`src/rtl/serial_in.sv`:
```
// Oversampled serial write port: deserialises MSB-first words from an external
// host (sSCLK/sMOSI framed by sCS_n) and writes them to consecutive SRAM addresses.
//
// state | meaning
// ------+---------------------------------------------------------------
// IDLE  | no frame; serial clock edges ignored, waiting for sCS_n fall
// SHIFT | frame active, assembling a word bit by bit
// WRITE | single cycle: wen asserted with the assembled word and address
// FULL  | LAST_ADDR written; further bits ignored until frame end
module serial_in #(
  parameter int                WORD_W    = 16,
  parameter int                ADDR_W    = 16,
  parameter logic [ADDR_W-1:0] LAST_ADDR = '1
) (
  input  logic              clk,
  input  logic              rst,
  input  logic              sSCLK,
  input  logic              sMOSI,
  input  logic              sCS_n,
  output logic              wen,
  output logic [ADDR_W-1:0] addr,
  output logic [WORD_W-1:0] wdata,
  output logic              busy,
  output logic              full,
  output logic              done,
  output logic              err
);

  localparam int BCW = $clog2(WORD_W + 1);
  localparam logic [BCW-1:0] LAST_BIT = BCW'(WORD_W - 1);

  typedef enum logic [1:0] {IDLE, SHIFT, WRITE, FULL} state_t;

  state_t            state;
  logic [BCW-1:0]    bit_cnt;
  logic [WORD_W-1:0] shreg;

  logic sclk_s1, sclk_s2, sclk_s3;
  logic mosi_s1, mosi_s2;
  logic cs_s1, cs_s2, cs_s3;

  // Synchroniser flops come out of reset at the pins' idle levels so that
  // releasing reset never looks like a clock or frame edge.
  always_ff @(posedge clk or negedge rst) begin
    if (!rst) begin
      sclk_s1 <= 1'b0;
      sclk_s2 <= 1'b0;
      sclk_s3 <= 1'b0;
      mosi_s1 <= 1'b0;
      mosi_s2 <= 1'b0;
      cs_s1   <= 1'b1;
      cs_s2   <= 1'b1;
      cs_s3   <= 1'b1;
    end else begin
      sclk_s1 <= sSCLK;
      sclk_s2 <= sclk_s1;
      sclk_s3 <= sclk_s2;
      mosi_s1 <= sMOSI;
      mosi_s2 <= mosi_s1;
      cs_s1   <= sCS_n;
      cs_s2   <= cs_s1;
      cs_s3   <= cs_s2;
    end
  end

  logic              sclk_rise, cs_fall, cs_rise;
  logic [WORD_W-1:0] shift_nxt;

  assign sclk_rise = sclk_s2 & ~sclk_s3;
  assign cs_fall   = ~cs_s2 & cs_s3;
  assign cs_rise   = cs_s2 & ~cs_s3;
  assign shift_nxt = {shreg[WORD_W-2:0], mosi_s2};

  always_ff @(posedge clk or negedge rst) begin
    if (!rst) begin
      state   <= IDLE;
      bit_cnt <= '0;
      shreg   <= '0;
      wen     <= 1'b0;
      addr    <= '0;
      wdata   <= '0;
      busy    <= 1'b0;
      full    <= 1'b0;
      done    <= 1'b0;
      err     <= 1'b0;
    end else begin
      wen  <= 1'b0;
      done <= 1'b0;
      case (state)
        IDLE: begin
          if (cs_fall) begin
            state   <= SHIFT;
            busy    <= 1'b1;
            addr    <= '0;
            bit_cnt <= '0;
            shreg   <= '0;
            full    <= 1'b0;
            err     <= 1'b0;
          end
        end
        SHIFT: begin
          // Frame end wins over a coincident bit edge; a partial word is dropped.
          if (cs_rise) begin
            state   <= IDLE;
            busy    <= 1'b0;
            done    <= 1'b1;
            bit_cnt <= '0;
            if (bit_cnt != '0) err <= 1'b1;
          end else if (sclk_rise) begin
            shreg   <= shift_nxt;
            bit_cnt <= bit_cnt + 1'b1;
            if (bit_cnt == LAST_BIT) begin
              state <= WRITE;
              wen   <= 1'b1;
              wdata <= shift_nxt;
            end
          end
        end
        WRITE: begin
          bit_cnt <= '0;
          if (addr == LAST_ADDR) begin
            full  <= 1'b1;
            state <= FULL;
          end else begin
            addr  <= addr + 1'b1;
            state <= SHIFT;
          end
          // The write in flight completes; done lands on the following cycle.
          if (cs_rise) begin
            state <= IDLE;
            busy  <= 1'b0;
            done  <= 1'b1;
          end
        end
        FULL: begin
          if (cs_rise) begin
            state <= IDLE;
            busy  <= 1'b0;
            done  <= 1'b1;
          end
        end
        default: state <= IDLE;
      endcase
    end
  end

endmodule

```
`config.mk`:
```
export PLATFORM = sky130hd
export DESIGN_NAME = serial_in
export DESIGN_NICKNAME = d
export VERILOG_FILES = /design/src/rtl/serial_in.sv
export SDC_FILE = /design/constraint.sdc
export NUM_CORES = 1
export LEC_CHECK = 0
export BUFFER_PORTS_ARGS = -buffer_cell sky130_fd_sc_hd__clkbuf_2
export CAP_MARGIN = 15
export CORE_MARGIN = 10
export CORE_UTILIZATION = 50
export CTS_BUF_LIST = sky130_fd_sc_hd__clkbuf_4 sky130_fd_sc_hd__clkbuf_8 sky130_fd_sc_hd__clkbuf_16
export DETAILED_ROUTE_END_ITERATION = 10
export PLACE_DENSITY = 0.7
export SLEW_MARGIN = 20
export SYNTH_ARGS = -nofsm -noshare
export SYNTH_HDL_FRONTEND = slang
export SYNTH_SLANG_ARGS = --single-unit
```
`constraint.sdc`:
```
create_clock -name clk -period 2.7 [get_ports clk]
set_input_delay 0 -clock clk [delete_from_list [all_inputs] [get_ports clk]]
set_output_delay 0 -clock clk [all_outputs]
set_load 0.005 [all_outputs]
```
# Yosys cells after proc, flatten, opt, wreduce, memory -nomap -nowiden

Index checks and enable logic that the tools add are counted.

Output and inout bits: 37
Word-level logic and storage cells: 90
Register bits: 67
Bits of input ports: 5

Reduce and logical (&&, ||, !) cells: 14
Add/subtract/negate cells: 2
Mux-type cells: 33
Eq/ne operators: 16
Bitwise gates (word level): 7

Operator list:

| kind                                                                   | number |
|---|---|
| 16-bit 2-to-1 mux                                                      | 2 |
| 16-bit one-hot mux with 2 select lines                                 | 1 |
| 15-bit 2-to-1 mux                                                      | 2 |
| 15-bit one-hot mux with 2 select lines                                 | 1 |
| 16-bit by 1-bit adder with 16-bit output (second input constant)       | 1 |
| 16-bit equality test (second input constant)                           | 1 |
| 2-bit inequality test (second input constant)                          | 8 |
| 4-bit AND reduction                                                    | 4 |
| 5-bit 2-to-1 mux                                                       | 3 |
| 5-bit one-hot mux with 3 select lines                                  | 1 |
| 2-bit 2-to-1 mux                                                       | 7 |
| 1-bit 2-to-1 mux                                                       | 12 |
| 3-bit AND reduction                                                    | 3 |
| 2-bit one-hot mux with 4 select lines                                  | 1 |
| 3-bit inequality test (second input constant)                          | 2 |
| 1-bit one-hot mux with 2 select lines                                  | 3 |
| 5-bit by 1-bit adder with 5-bit output (second input constant)         | 1 |
| 5-bit by 4-bit equality test with 1-bit output (second input constant) | 1 |
| 5-bit nonzero test                                                     | 1 |
| 2-bit equality test (second input constant)                            | 2 |
| 1-bit inverter                                                         | 4 |
| 2-bit nonzero test                                                     | 2 |
| 1-bit AND                                                              | 3 |
| 3-bit nonzero test                                                     | 1 |
| 5 further kinds                                                        | 5 |

# Longest topological paths before layout

Gate-level depths: netlist of the first run.

Depth in word-level cells: 5
Mapped depth: 7
Mapped depth without buffers: 6

# Worst setup path before layout of the first run

No wires, ideal clock.

Kind: flip-flop to flip-flop
From: register cs_s3
To: register wdata[10]
Arrival: 1954 ps
Path slack: 621 ps
Data required time: 2575 ps
Library setup time: 125 ps
Cell stages (with the launch flop): 7
Cells stage by stage: dfstp_2 clkbuf_1 nand2b_1 nand2_1 nor2_1 buf_4 mux2_2

Longest elaborated chain between the ends: 4

RTL lines:

| what                          | line | source |
|---|---|---|
| from (decl)                   | 40   | `logic cs_s1, cs_s2, cs_s3;` |
| from (signal assigned)        | 62   | `cs_s3 <= cs_s2;` |
| 1-bit inverter                | 71   | `assign cs_rise = cs_s2 & ~cs_s3;` |
| 1-bit AND                     | 71   |  |
| 1-bit inverter (no line)      | -    |  |
| 4-bit AND reduction (no line) | -    |  |
| to (signal assigned)          | 115  | `wdata <= shift_nxt;` |
| to (decl)                     | 22   | `output logic [WORD_W-1:0] wdata,` |

No other way between the ends.
A chain may end at the register's enable or synchronous reset.

# Worst setup path in the final report of the first run

From: register addr[0]
To: register addr[9]

Longest elaborated chain between the ends: 3

RTL lines:

| what                                                                             | line     | source |
|---|---|---|
| from (decl)                                                                      | 21       | `output logic [ADDR_W-1:0] addr,` |
| from (signal assigned)                                                           | 125      | `addr <= addr + 1'b1;` |
| 16-bit by 1-bit adder with 16-bit output or 16-bit equality test (tied branches) | 125, 121 |  |
| 16-bit 2-to-1 mux or 2-bit inequality test (tied branches)                       | -        |  |
| 16-bit one-hot mux with 2 select lines or 3-bit AND reduction (tied branches)    | -        |  |

Parallel ways exist; a longest one is shown, timed or not. The select of a mux whose other input is x is not followed.

==> impl_metrics.toml, run 1 <==
[floorplanning]
row_count = 27
start_util = 0.527
coreArea_sq_um = 5610
dieArea_sq_um = 9390
ios = 42
die_y_microns = 96.9
die_w_microns = 96.9

[synthesis]
synth_ff_type = "dfrtp_1"
seq_area_frac_synth = 0.569
synth_nets = 283
synth_seq_cells = 67
synth-async-reset-ratio = 1.00
yosysTopAreaCellShare = 0.542
ys_warn_count = 0
synth_top_cell_by_area = "dfrtp_1"
yosys-top-cells-area = "dfrtp_1 54%, mux2_2 6.1%, nand2_1 5.7%"
synth_cells = 274
synth_area_sq_um = 2960
ys_top_cells_by_count = "64 x dfrtp_1, 45 x nand2_1, 25 x o21ai_0, 16 x mux2_2, 12 x nand3_1"
synth_edf_count = 0
synth_cell_types = 50
synth.most_common_cell = "dfrtp_1"
syn_avg_cell_area_sq_um = 10.8

[outcome]
status = "complete, no violations"

[routing]
drtPass1Iterations = 4
route.detailed.drc = 0
first_iter_violations = 111
via_per_inst = 5.49
totalWireLength_microns = 5960
ant_nets = 0
wl_per_cell_microns = 14.9
vias = 2197

[setup_path]
cp-start-kind = "register"
rrSetupSlack_ns = 0.47
cp.required_ns = 2.95
crit_type = "reg2reg"
crit_path_end_kind = "register"
cp_max_fo = 7
cp_data_arrival_time_ns = 2.48

[timing]
post-route-period-util = 0.825
rsz0062_at_grt = "false"
finalSetupTns_ns = 0
slew_headroom = 0.501
finalClockSkew_ns = 0.00888
setup_viol = 0
max_freq_mhz = 449
whs_ns = 0.197
hold_viol_final = 0
fin_crit_ns = 2.23
slew_viol_final = 0
tightest_slew_ns = 0.740
worst_slack_ns = 0.472

[run]
cap_violations = 0

[global_routing]
grt_max_degree = 48
grt_pass1_vias = 2142
overflow = 0
grt_pass1_wl_microns = 10300
grt_usage = 0.129
antenna_found_initial = 0

[clocking]
cts_resized = 0
cts_max_level = 3
hold_buffers = 4
cts.sinks = 67
cts_root_buffer = "clkbuf_8"
clock_path_buffers = 2
clkTransAtPathRegs_ns = 0.07
cts-buffers-inserted = 9
clk_latency_ns = 0.34
cts_tree = "yes"
postCtsSetupBuffers = 0

[placement]
gp_congestion = 0.865
place_ws_ns = 0.553
hpwl_microns = 4020
port_buffers = 41

[power]
max-vdd-ir-drop_mv = 0.527
power_leakage_nw = 1.61
powerDensity_nw_per_um2 = 603

[layout]
fill_cells = 495
fin_nets = 332
diodes = 0
drive_above_1_share = 0.265
area_growth_pct = 18.2

[worst_hold_path]
min_path_type = "in2async"
## state kept, by name, indices dropped and copies added (netlist names), 2 cells and up
| signal | flops |
|---|---|
| state | 2 |
| shreg | 15 |
| wdata | 16 |
| bit_cnt | 5 |
| addr | 16 |
## routing by layer
metal / global-route usage / vias up / part of all wire
met5: 0 / - / 0
met1: 0.172 / 1057 / 0.49
li1: - / 1086 / -
met2: 0.185 / 44 / 0.45
met4: 0.0609 / 0 / 0.016
met3: 0.0376 / 10 / 0.045
## critical path, stage by stage (launching register included)
cell and delay, ns:
dfrtp_1 0.44, ha_1 0.27, nand4_1 0.28, nor4_1 0.64, buf_4 0.27, nor3_1 0.05
a211oi_1 0.20
## per-stage QoR
| step | instances | area [sq um] | total power [mW] | utilization |
|---|---|---|---|---|
| floorplan | 274 | 2960 | 1.15 | - |
| global placement | 380 | 3230 | 1.20 | 0.576 |
| global route | 400 | 3490 | 2.19 | 0.623 |
| detailed placement | 380 | 3230 | 1.20 | 0.576 |
| finish | 400 | 3490 | 2.11 | 0.623 |
| CTS | 400 | 3490 | 2.13 | 0.622 |
## layout make-up
cell class / instances / area [sq um] / share of cell area
Sequential cell: 67 / 1680 / 0.481
Tap cell: 72 / 90.1 / 0.0258
Clock buffer: 10 / 131 / 0.0376
Timing Repair Buffer: 50 / 285 / 0.0817
Multi-Input combinational cell: 188 / 1190 / 0.341
Clock inverter: 6 / 88.8 / 0.0254
Inverter: 7 / 26.3 / 0.00752
## cell usage in the layout, fill, tap and decap left out, types with 7 or more instances in the layout
cell type,netlist,final
inv_1,7,7
o21ai_0,25,25
nand2_1,45,45
mux2_2,16,16
clkbuf_8,0,9
a21oi_1,9,9
clkbuf_2,0,40
nor2_1,9,9
dfrtp_1,64,64
nand3_1,12,12
## final timing paths
check	depth (start not counted)	from	end
worst min-delay path	2	rst	addr[7]
worst max register to register	6	addr[0]	addr[9]
max in group asynchronous	3	rst	shreg[10]
worst max-delay path	6	addr[0]	addr[9]
min in group clk	2	sCS_n	cs_s1
worst min register to register	0	sclk_s1	sclk_s2
## logic make-up (layout without fill, tap and decap cells)
kind of cell               Yosys count  in the layout  share of synthesized area
adders and majority gates            4              4                     0.0169
and+or+nand+nor                    106            106                      0.188
AOI/OAI and AO/OA                   59             59                      0.127
DFF                                 67             67                      0.569
buffers and inverters               19             73                     0.0284
muxes                               19             19                     0.0711
## where the power goes
| group | internal [mW] | switching (mW) |
|---|---|---|
| Clock | 0.532 | 0.393 |
| Sequential | 1.03 | 0.0261 |
| Combinational | 0.0445 | 0.0788 |
Power figures use the tool's default switching activity.
==> run 2, diff against run 1 <==
==> constraint.sdc (replaced) <==
create_clock -name clk -period 2.28 [get_ports clk]
set_input_delay 0 -clock clk [delete_from_list [all_inputs] [get_ports clk]]
set_output_delay 0 -clock clk [all_outputs]
set_load 0.005 [all_outputs]
==> run 2 against run 1 <==
First-iteration DRC count grew 15%; non-clock buffer count grew 4; worst setup slack lost 0.25 ns; critical path type unchanged.
==> impl_metrics.toml, run 2 (synthesis gave the netlist of run 1 again) <==
[timing]
max_freq_mhz = 486
worst_slack_ns = 0.223
setup_viol = 0
post-route-period-util = 0.902
tightest_slew_ns = 0.588
finalSetupTns_ns = 0
rsz0062_at_grt = "false"
fin_crit_ns = 2.06
slew_viol_final = 0
finalClockSkew_ns = 0.0102
hold_viol_final = 0
slew_headroom = 0.608

[routing]
via_per_inst = 5.57
ant_nets = 0
wl_per_cell_microns = 15.2
totalWireLength_microns = 6150
route.detailed.drc = 0
drtPass1Iterations = 4
vias = 2252
first_iter_violations = 128

[setup_path]
reg2regPathDepth = 6
cp-start-kind = "register"
crit_type = "reg2reg"
cp_data_arrival_time_ns = 2.30
cp_max_fo = 7
cp.required_ns = 2.53
crit_path_end_kind = "register"

[clocking]
cts-buffers-inserted = 9
clock_path_buffers = 2
cts_root_buffer = "clkbuf_8"
postCtsSetupBuffers = 0
clk_latency_ns = 0.34
cts_max_level = 3
cts_tree = "yes"
clkTransAtPathRegs_ns = 0.08
cts_resized = 0
cts.sinks = 67

[global_routing]
overflow = 0
grt_pass1_vias = 2172
grt_usage = 0.138
antenna_found_initial = 0
grt_pass1_wl_microns = 10900
grt_max_degree = 43

[floorplanning]
row_count = 27
coreArea_sq_um = 5610
start_util = 0.527
ios = 42
die_y_microns = 96.9
dieArea_sq_um = 9390
die_w_microns = 96.9

[worst_hold_path]
min_path_type = "in2async"

[layout]
fin_nets = 336
multi_input_area_sq_um = 1190
area_growth_pct = 19.6
diodes = 0
fill_cells = 477
seq_area_sq_um = 1680
reg_top3 = "addr (16), wdata (16), shreg (15)"
final_common_cell = "dfrtp_1"
layout_common_cells = "64 x dfrtp_1, 45 x nand2_1, 40 x clkbuf_2"
drive_above_1_share = 0.274

[placement]
hpwl_microns = 4330
port_buffers = 41
gp_congestion = 0.845
place_ws_ns = 0.240

[outcome]
status = "complete, no violations"

[run]
cap_violations = 0

[power]
power_leakage_nw = 1.63
max-vdd-ir-drop_mv = 0.418
p_total_mw = 2.49
powerDensity_nw_per_um2 = 706
-- run 2: changes by cell type in the layout (fill, tap and decap cells not counted), sizes merged --
cell,delta
buf,+4
-- run 2: final timing paths --
| kind | startpoint | endpoint | slack, ns |
|---|---|---|---|
| max | addr[0] | addr[9] | 0.22 |
| min | rst | addr[0] | 0.19 |
| max reg2reg | addr[0] | addr[9] | 0.22 |
| min reg2reg | mosi_s1 | mosi_s2 | 0.35 |
| max in group asynchronous | rst | wdata[1] | 1.46 |
| min in group clk | sCS_n | cs_s1 | 0.31 |
-- run 2: layout make-up --
| type | count | share of cell area |
|---|---|---|
| timing repair buffer | 54 | 0.0921 |
| sequential | 67 | 0.476 |
| clock inverter | 6 | 0.0251 |
| clock buffer | 10 | 0.0372 |
| tap | 72 | 0.0255 |
| multi-input combinational | 188 | 0.337 |
| inverter | 7 | 0.00744 |
-- run 2: timing repair --
action / in CTS / in global routing
hold buffers: 4 / 0
endpoints found under the setup margin: 0 / 0
endpoints found under the hold margin: 25 / 0
-- run 2: power breakdown --
part	internal, mW	switching (mW)
Clock	0.630	0.460
Sequential	1.22	0.0259
Combinational	0.0559	0.0994
-- run 2: worst max-delay path, cell delays in order (launching register included) --
cell and delay (ns):
dfrtp_1 0.43, ha_1 0.29, nand4_1 0.31, nor4_1 0.43
buf_4 0.23, nor3_1 0.05, a211oi_1 0.22
-- run 2: stage by stage --
stage	cell area [sq um]	hold slack [ns]	std cells	util
CTS	3530	0.202	404	0.630
floorplan	2960	-0.296	274	-
global placement	3270	0.0319	384	0.584
detailed placement	3270	0.0445	384	0.584
finish	3530	0.187	404	0.630
global route	3530	0.232	404	0.630
-- run 2: metal layers --
metal / routed length (microns) / GRT usage / share of wire / vias to the layer above
met1: 2980 / 0.186 / 0.48 / 1092
met4: 94 / 0.0643 / 0.015 / 0
met2: 2770 / 0.197 / 0.45 / 61
met3: 305 / 0.0397 / 0.050 / 8
met5: 0 / 0 / 0 / -
li1: - / - / - / 1091
